File: config.mk
export PLATFORM = sky130hd
export DESIGN_NAME = seq_detector_param_flat
export DESIGN_NICKNAME = d
export VERILOG_FILES = /design/src/rtl/seq_detector_param_if.sv /design/src/rtl/seq_detector_param.sv /design/src/flat_wrapper.sv
export SDC_FILE = /design/constraint.sdc
export NUM_CORES = 1
export LEC_CHECK = 0
export ABC_AREA = 1
export CORE_AREA = 2 2 39 41
export CTS_BUF_LIST = sky130_fd_sc_hd__clkbuf_8
export CTS_CLUSTER_SIZE = 12
export DETAILED_ROUTE_END_ITERATION = 12
export DIE_AREA = 0 0 41 43
export GPL_ROUTABILITY_DRIVEN = 0
export GPL_TIMING_DRIVEN = 0
export HOLD_SLACK_MARGIN = 0.12
export PLACE_DENSITY = 0.55
export REMOVE_ABC_BUFFERS = 1
export SYNTH_ARGS = -nofsm -noshare
export SYNTH_HDL_FRONTEND = slang
export SYNTH_SLANG_ARGS = --single-unit
File: constraint.sdc
create_clock -name clk -period 3 [get_ports clk]
set_clock_uncertainty 0.1 [all_clocks]
set_input_delay 0.6 -clock clk [delete_from_list [all_inputs] [get_ports clk]]
set_output_delay 0.6 -clock clk [all_outputs]
set_load 0.005 [all_outputs]
File: src/rtl/seq_detector_param_if.sv
`default_nettype none
// ============================================================================
// Module   : seq_detector_param_if
// Purpose  : Serial-stream interface for seq_detector_param. It bundles the
//            data and qualifier inputs, the counter clear, and the detector
//            outputs.
// Signals  : inp       serial data bit
//            in_valid  qualifies inp
//            count_clr synchronous clear of det_count
//            det       Mealy detect output
//            det_count saturating detection count [COUNT_W-1:0]
//            match_len current match length [SW-1:0]
// Modports : master (stream source / observer), slave (detector)
// Revision : 1.0 - initial release
// ============================================================================
interface seq_detector_param_if #(
  parameter int PAT_LEN = 4,
  parameter int COUNT_W = 8
);
  localparam int SW = (PAT_LEN > 1) ? $clog2(PAT_LEN) : 1;

  logic               inp;
  logic               in_valid;
  logic               count_clr;
  logic               det;
  logic [COUNT_W-1:0] det_count;
  logic [SW-1:0]      match_len;

  modport master (
    output inp, in_valid, count_clr,
    input  det, det_count, match_len
  );

  modport slave (
    input  inp, in_valid, count_clr,
    output det, det_count, match_len
  );
endinterface
`default_nettype wire

File: src/rtl/seq_detector_param.sv
`default_nettype none
// ============================================================================
// Module   : seq_detector_param
// Purpose  : Parametrised Mealy serial-pattern detector. It has a valid
//            qualifier, selectable overlap, and an optional saturating
//            detection counter.
// Ports    : clk    rising-edge clock
//            reset  asynchronous active-high reset
//            bus    seq_detector_param_if.slave (inp, in_valid, count_clr in;
//                   det, det_count, match_len out)
// Config   : SEQ_DET_COUNT_EN - when defined, the detection counter is built.
//            When undefined, det_count reads 0 and count_clr is ignored.
// Revision : 1.0 - initial release
// ============================================================================
module seq_detector_param #(
  parameter int               PAT_LEN = 4,
  parameter logic [PAT_LEN-1:0] PATTERN = 4'b1101,
  parameter bit               OVERLAP = 1'b1,
  parameter int               COUNT_W = 8
) (
  input  wire logic         clk,
  input  wire logic         reset,
  seq_detector_param_if.slave bus
);
  localparam int SW = (PAT_LEN > 1) ? $clog2(PAT_LEN) : 1;

  // The next-state table is indexed by {state, bit}. Each entry is the length
  // of the longest pattern prefix that ends the matched bits plus the new bit.
  // The entry never exceeds PAT_LEN-1, because a full match wraps to its
  // border (or to 0 when overlap is off).
  function automatic logic [2*PAT_LEN*SW-1:0] build_next_tbl();
    logic [2*PAT_LEN*SW-1:0] tbl;
    logic [32:0]             seq;
    int                      best;
    int                      lim;
    bit                      ok;
    tbl = '0;
    seq = '0;
    for (int k = 0; k < PAT_LEN; k++) begin
      for (int b = 0; b < 2; b++) begin
        for (int j = 0; j < k; j++) seq[j] = PATTERN[PAT_LEN-1-j];
        seq[k] = b[0];
        lim  = (k + 1 < PAT_LEN) ? k + 1 : PAT_LEN - 1;
        best = 0;
        for (int l = 1; l <= lim; l++) begin
          ok = 1'b1;
          for (int i = 0; i < l; i++)
            if (seq[k+1-l+i] != PATTERN[PAT_LEN-1-i]) ok = 1'b0;
          if (ok) best = l;
        end
        if (!OVERLAP && (k == PAT_LEN - 1) && (b[0] == PATTERN[0])) best = 0;
        tbl[(k*2+b)*SW +: SW] = SW'(best);
      end
    end
    return tbl;
  endfunction

  localparam logic [2*PAT_LEN*SW-1:0] NEXT_TBL = build_next_tbl();

  // Only the idle state is named. Other states are numeric match lengths.
  typedef enum logic [SW-1:0] {S0 = {SW{1'b0}}} state_t;

  state_t state_q, state_d;
  logic   det_w;

  always_ff @(posedge clk or posedge reset) begin
    if (reset) state_q <= S0;
    else       state_q <= state_d;
  end

  always_comb begin
    state_d = state_q;
    det_w   = 1'b0;
    if (int'(state_q) >= PAT_LEN) begin
      state_d = S0;
    end else if (bus.in_valid) begin
      state_d = state_t'(NEXT_TBL[(int'(state_q)*2 + int'(bus.inp))*SW +: SW]);
      // The reset gate matters for PAT_LEN=1, where S0 is also the final state.
      det_w   = !reset && (int'(state_q) == PAT_LEN - 1) && (bus.inp == PATTERN[0]);
    end
  end

  assign bus.det       = det_w;
  assign bus.match_len = state_q;

`ifdef SEQ_DET_COUNT_EN
  logic [COUNT_W-1:0] cnt_q, cnt_d;

  always_comb begin
    cnt_d = cnt_q;
    if (bus.count_clr)         cnt_d = '0;   // clear wins over a same-cycle detect
    else if (det_w && ~&cnt_q) cnt_d = cnt_q + 1'b1;
  end

  always_ff @(posedge clk or posedge reset) begin
    if (reset) cnt_q <= '0;
    else       cnt_q <= cnt_d;
  end

  assign bus.det_count = cnt_q;
`else
  logic count_clr_unused;
  assign count_clr_unused = bus.count_clr;
  assign bus.det_count    = '0;
`endif
endmodule
`default_nettype wire

File: src/flat_wrapper.sv
// flat-port wrapper written by rule: the top's interface ports become plain ports
module seq_detector_param_flat 
#(
  parameter int               PAT_LEN = 4,
  parameter logic [PAT_LEN-1:0] PATTERN = 4'b1101,
  parameter bit               OVERLAP = 1'b1,
  parameter int               COUNT_W = 8
)
  (clk, reset, bus_inp, bus_in_valid, bus_count_clr, bus_det, bus_det_count, bus_match_len);
  seq_detector_param_if #(.PAT_LEN(PAT_LEN), .COUNT_W(COUNT_W)) bus_i ();
  input  wire logic clk;
  input  wire logic reset;
  input wire logic [$bits(bus_i.inp)-1:0] bus_inp;
  input wire logic [$bits(bus_i.in_valid)-1:0] bus_in_valid;
  input wire logic [$bits(bus_i.count_clr)-1:0] bus_count_clr;
  output wire logic [$bits(bus_i.det)-1:0] bus_det;
  output wire logic [$bits(bus_i.det_count)-1:0] bus_det_count;
  output wire logic [$bits(bus_i.match_len)-1:0] bus_match_len;
  assign bus_i.inp = bus_inp;
  assign bus_i.in_valid = bus_in_valid;
  assign bus_i.count_clr = bus_count_clr;
  assign bus_det = bus_i.det;
  assign bus_det_count = bus_i.det_count;
  assign bus_match_len = bus_i.match_len;
  seq_detector_param #(.PAT_LEN(PAT_LEN), .PATTERN(PATTERN), .OVERLAP(OVERLAP), .COUNT_W(COUNT_W)) u_core (.clk(clk), .reset(reset), .bus(bus_i));
endmodule
Yosys cells after proc, flatten, opt, wreduce, memory -nomap -nowiden
Index checks and enable logic that the tools add are counted.
{"block": "totals", "input_bits": 5, "regBits": 2, "out_inout_bits": 11}
{"block": "classes", "n_mux": 1, "shift": 1, "addsub": 1, "n_reduce_logical": 3, "eq_ne": 1}
{"op": "16-bit by 32-bit variable part select with 2-bit output, first input constant", "n": 1}
{"op": "3-bit by 1-bit adder with 4-bit output", "n": 1}
{"op": "2-bit by 1-bit == test with 1-bit output, second input constant", "n": 1}
{"op": "1-bit logical AND", "n": 2}
{"op": "1-bit logical NOT", "n": 1}
{"op": "1-bit two-way mux", "n": 1}

Logic depth before layout (Yosys ltp)
{"block": "logic_depth", "ltp_word": 4, "mapped_depth": 6}

Worst setup path after synthesis
No wires, ideal clock.
{"block": "synth_timing", "kind": "input to output", "from": "input port reset", "to": "output port bus_det", "n_path_buf": 0, "arrival_ns": 0.842, "path_stages": 3, "t_required_ns": 2.300, "setup_slack_ns": 1.458, "path_cell_list": "inv_1 -> nand2_1 -> nor2_1"}
{"block": "synth_via", "elab_chain_cells": 4}
{"item": "start, declared", "line": "flat_wrapper.sv:12", "text": "input wire logic reset;"}
{"item": "1-bit logical NOT", "line": "seq_detector_param.sv:79", "text": "det_w = !reset && (int'(state_q) == PAT_LEN - 1) && (bus.inp == PATTERN[0]);"}
{"item": "1-bit logical AND (2 in series)", "line": "seq_detector_param.sv:79"}
{"item": "1-bit two-way mux", "line": "seq_detector_param.sv:76", "text": "end else if (bus.in_valid) begin"}
{"item": "end, declared", "line": "flat_wrapper.sv:16", "text": "output wire logic [$bits(bus_i.det)-1:0] bus_det;"}
Every way passes these cells.

Final worst setup path
{"block": "layout_timing", "from": "input port bus_in_valid", "to": "output port bus_det"}
{"block": "layout_via", "elab_chain_cells": 1}
{"item": "start, declared", "line": "flat_wrapper.sv:14", "text": "input wire logic [$bits(bus_i.in_valid)-1:0] bus_in_valid;"}
{"item": "1-bit two-way mux", "line": "seq_detector_param.sv:76"}
Every way passes these cells.

==> flow_summary_export.csv <==
group,metric,value,unit
cells_and_area,largest_reg_flops,2,
cts,cts_max_level,1,
global_route,maximum_number_of_pins_on_one_net_before_global_route_repair,5,
logic_synthesis,synth_area_per_cell,6.92,um2
cts,cts_buffer_depth,2,
cts,clock_latency_on_the_worst_skew_pair,210,ps
logic_synthesis,yosysWarnings,0,
timing,final-max-slew-violation-count,0,
timing,post-route-min-period,2530,ps
placement,placement.setup.worst_slack,455,ps
die,core_area,0.00138,mm2
die,floorplan.io_pins,16,
timing,fmaxAchievable,0.395,GHz
drt,total_via_count_in_the_routed_design,176,
cells_and_area,finalNetCount,47,
logic_synthesis,synth-seq-cells,2,
drt,firstDrtPassIters,2,
timing,setup_violating_endpoint_count_in_the_final_report,0,
cells_and_area,final_util,0.213,
cts,cts_tree,"built",
global_route,grt_antenna_before_repair,0,
cts,cts.repair_timing.setup_buffer_count,0,
die,die-area,0.00176,mm2
cells_and_area,number_of_fillers_in_the_final_layout,165,
worst_setup_path,crit_type,"in -> out",
logic_synthesis,count_of_cell_types_in_the_netlist,9,
worst_setup_path,signal_arrival_time_at_the_worst_endpoint,1830,ps
timing,min_period_over_period,0.843,
logic_synthesis,syn-cell-area,208,um2
worst_setup_path,critPathMaxStageDelay,520,ps
worst_hold_path,hold_class,"in -> async",
worst_setup_path,critical_path.cell_chain,"clkdlybuf4s50_1, nand3_1, nor2_1, clkdlybuf4s50_1",
cts,cts_buffers,3,
drt,wl_per_cell,6.57,um
placement,port_buffers,6,
drt,drcViolationCount,0,
worst_setup_path,cpMostUsedCell,"sky130_fd_sc_hd__clkdlybuf4s50_1",
die,height_of_the_die,43,um
run_status,status,"finished clean",
logic_synthesis,synth_cells,30,
placement,detailedPlacementHpwl,276,um
placement,instance_area_at_placement,254,um2
cells_and_area,finish.instance_area,295,um2
cells_and_area,layout_common_cells,"8 x sky130_fd_sc_hd__conb_1, 7 x sky130_fd_sc_hd__nand2_1, 6 x sky130_fd_sc_hd__inv_1, 6 x sky130_fd_sc_hd__clkdlybuf4s50_1, 3 x sky130_fd_sc_hd__clkbuf_8",
logic_synthesis,synth.yosys.seq_area_share,0.241,
worst_setup_path,timing.critical_path.required,2300,ps
power,cellPowerDensity,828,mW/mm2
cts,tritoncts_num_sinks,2,
drt,finalWirelength,355,um
cells_and_area,ant_cells,0,
timing,grt_setup_unrepaired,"false",
cells_and_area,syn2layout_area_growth,42.2,%
cts,cts.repair.resized,0,
worst_setup_path,critical_path.endpoint_type,"primary output",
die,floorplan.initialDensity,0.150,
global_route,globalRouteTotalUtil,0.0482,
global_route,global_route.overflow_total,0,
worst_setup_path,length_in_cells_of_the_worst_reg_to_reg_path,6,
cts,cts.hold.buffers_added,0,
cells_and_area,final_common_cell,"sky130_fd_sc_hd__conb_1",
worst_setup_path,critical_path_top_delay_cell,"sky130_fd_sc_hd__clkdlybuf4s50_1",
worst_setup_path,critical_path_source_type,"input pin",
drt,postRouteAntennaNets,0,
drt,drt-initial-drc-count,1,
power,power_leakage,0.165,nW
worst_setup_path,crit_fanout,4,
timing,hold_violations,0,
die,placementRows,14,
cells_and_area,drive_gt1_frac,0.0789,
die,die_width,41,um
timing,totalNegativeSetupSlack,0,ps
power,ir_drop,0.000261,V
job,max_cap_viols,0,
timing,fin_ws,471,ps
cts,clk_pin_slew_worst_paths,30,ps
drt,vias_per_cell,3.26,
global_route,grt_first_pass_wirelength,469,um
cts,cts-root-buf,"sky130_fd_sc_hd__clkbuf_8",
global_route,number_of_global_route_vias_before_repair,137,
## stage by stage
stage / hold slack [ps] / std cells / power (mW)
after floorplan: 249 / 29 / 0.0986
after global placement: 501 / 51 / 0.141
after detailed placement: 507 / 51 / 0.143
after CTS: 451 / 54 / 0.251
after global routing: 473 / 54 / 0.268
final: 452 / 54 / 0.245
## path summary, 6_finish.rpt
kind / start / to / slack [ps]
setup reg to reg: u_core.bus.match_len[0] / u_core.bus.match_len[0] / 1830
hold reg to reg: u_core.bus.match_len[1] / u_core.bus.match_len[0] / 500
setup / recovery: bus_in_valid / bus_det / 470
max in group asynchronous: reset / u_core.bus.match_len[0] / 2230
min in group clk: u_core.bus.match_len[1] / u_core.bus.match_len[0] / 500
hold / removal: reset / u_core.bus.match_len[1] / 450
## Yosys cell counts
library cell	n	area share
sky130_fd_sc_hd__dfrtp_1	2	0.24
sky130_fd_sc_hd__inv_1	6	0.11
sky130_fd_sc_hd__buf_4	8	0.29
sky130_fd_sc_hd__or2_0	1	0.030
sky130_fd_sc_hd__nor2_1	1	0.018
sky130_fd_sc_hd__ha_1	2	0.12
sky130_fd_sc_hd__conb_1	1	0.018
sky130_fd_sc_hd__nand3_1	2	0.048
sky130_fd_sc_hd__nand2_1	7	0.13
## final cells by class
| class | instances | area [um2] | area share |
|---|---|---|---|
| sequential | 2 | 50.0 | 0.169 |
| tap | 16 | 20.0 | 0.0678 |
| multi-input combinational | 21 | 101 | 0.343 |
| timing repair buffer | 6 | 60.1 | 0.203 |
| clock buffer | 3 | 41.3 | 0.140 |
| inverter | 6 | 22.5 | 0.0763 |
## critical path, delay by kind of cell
kind / cells / cell delay (ps)
buffers and inverters: 2 / 1020
and+or+nand+nor: 2 / 210
## cell families after synthesis
group         synth area share
other cells             0.0181
simple gates             0.223
flops                    0.241
fa+ha+maj                0.120
buf+inv                  0.398
## power breakdown
part           internal (mW)  switching, mW  leakage (nW)  total (mW)
Combinational         0.0466         0.0385         0.119      0.0851
Clock                 0.0847         0.0195        0.0216       0.104
Sequential            0.0413         0.0141        0.0239      0.0554
## layer usage
metal / share of wire / track usage
met5: 0 / 0
met4: 0.037 / 0.0600
met2: 0.46 / 0.0531
met1: 0.36 / 0.0418
met3: 0.14 / 0.0471
Power figures use the tool's default switching activity.
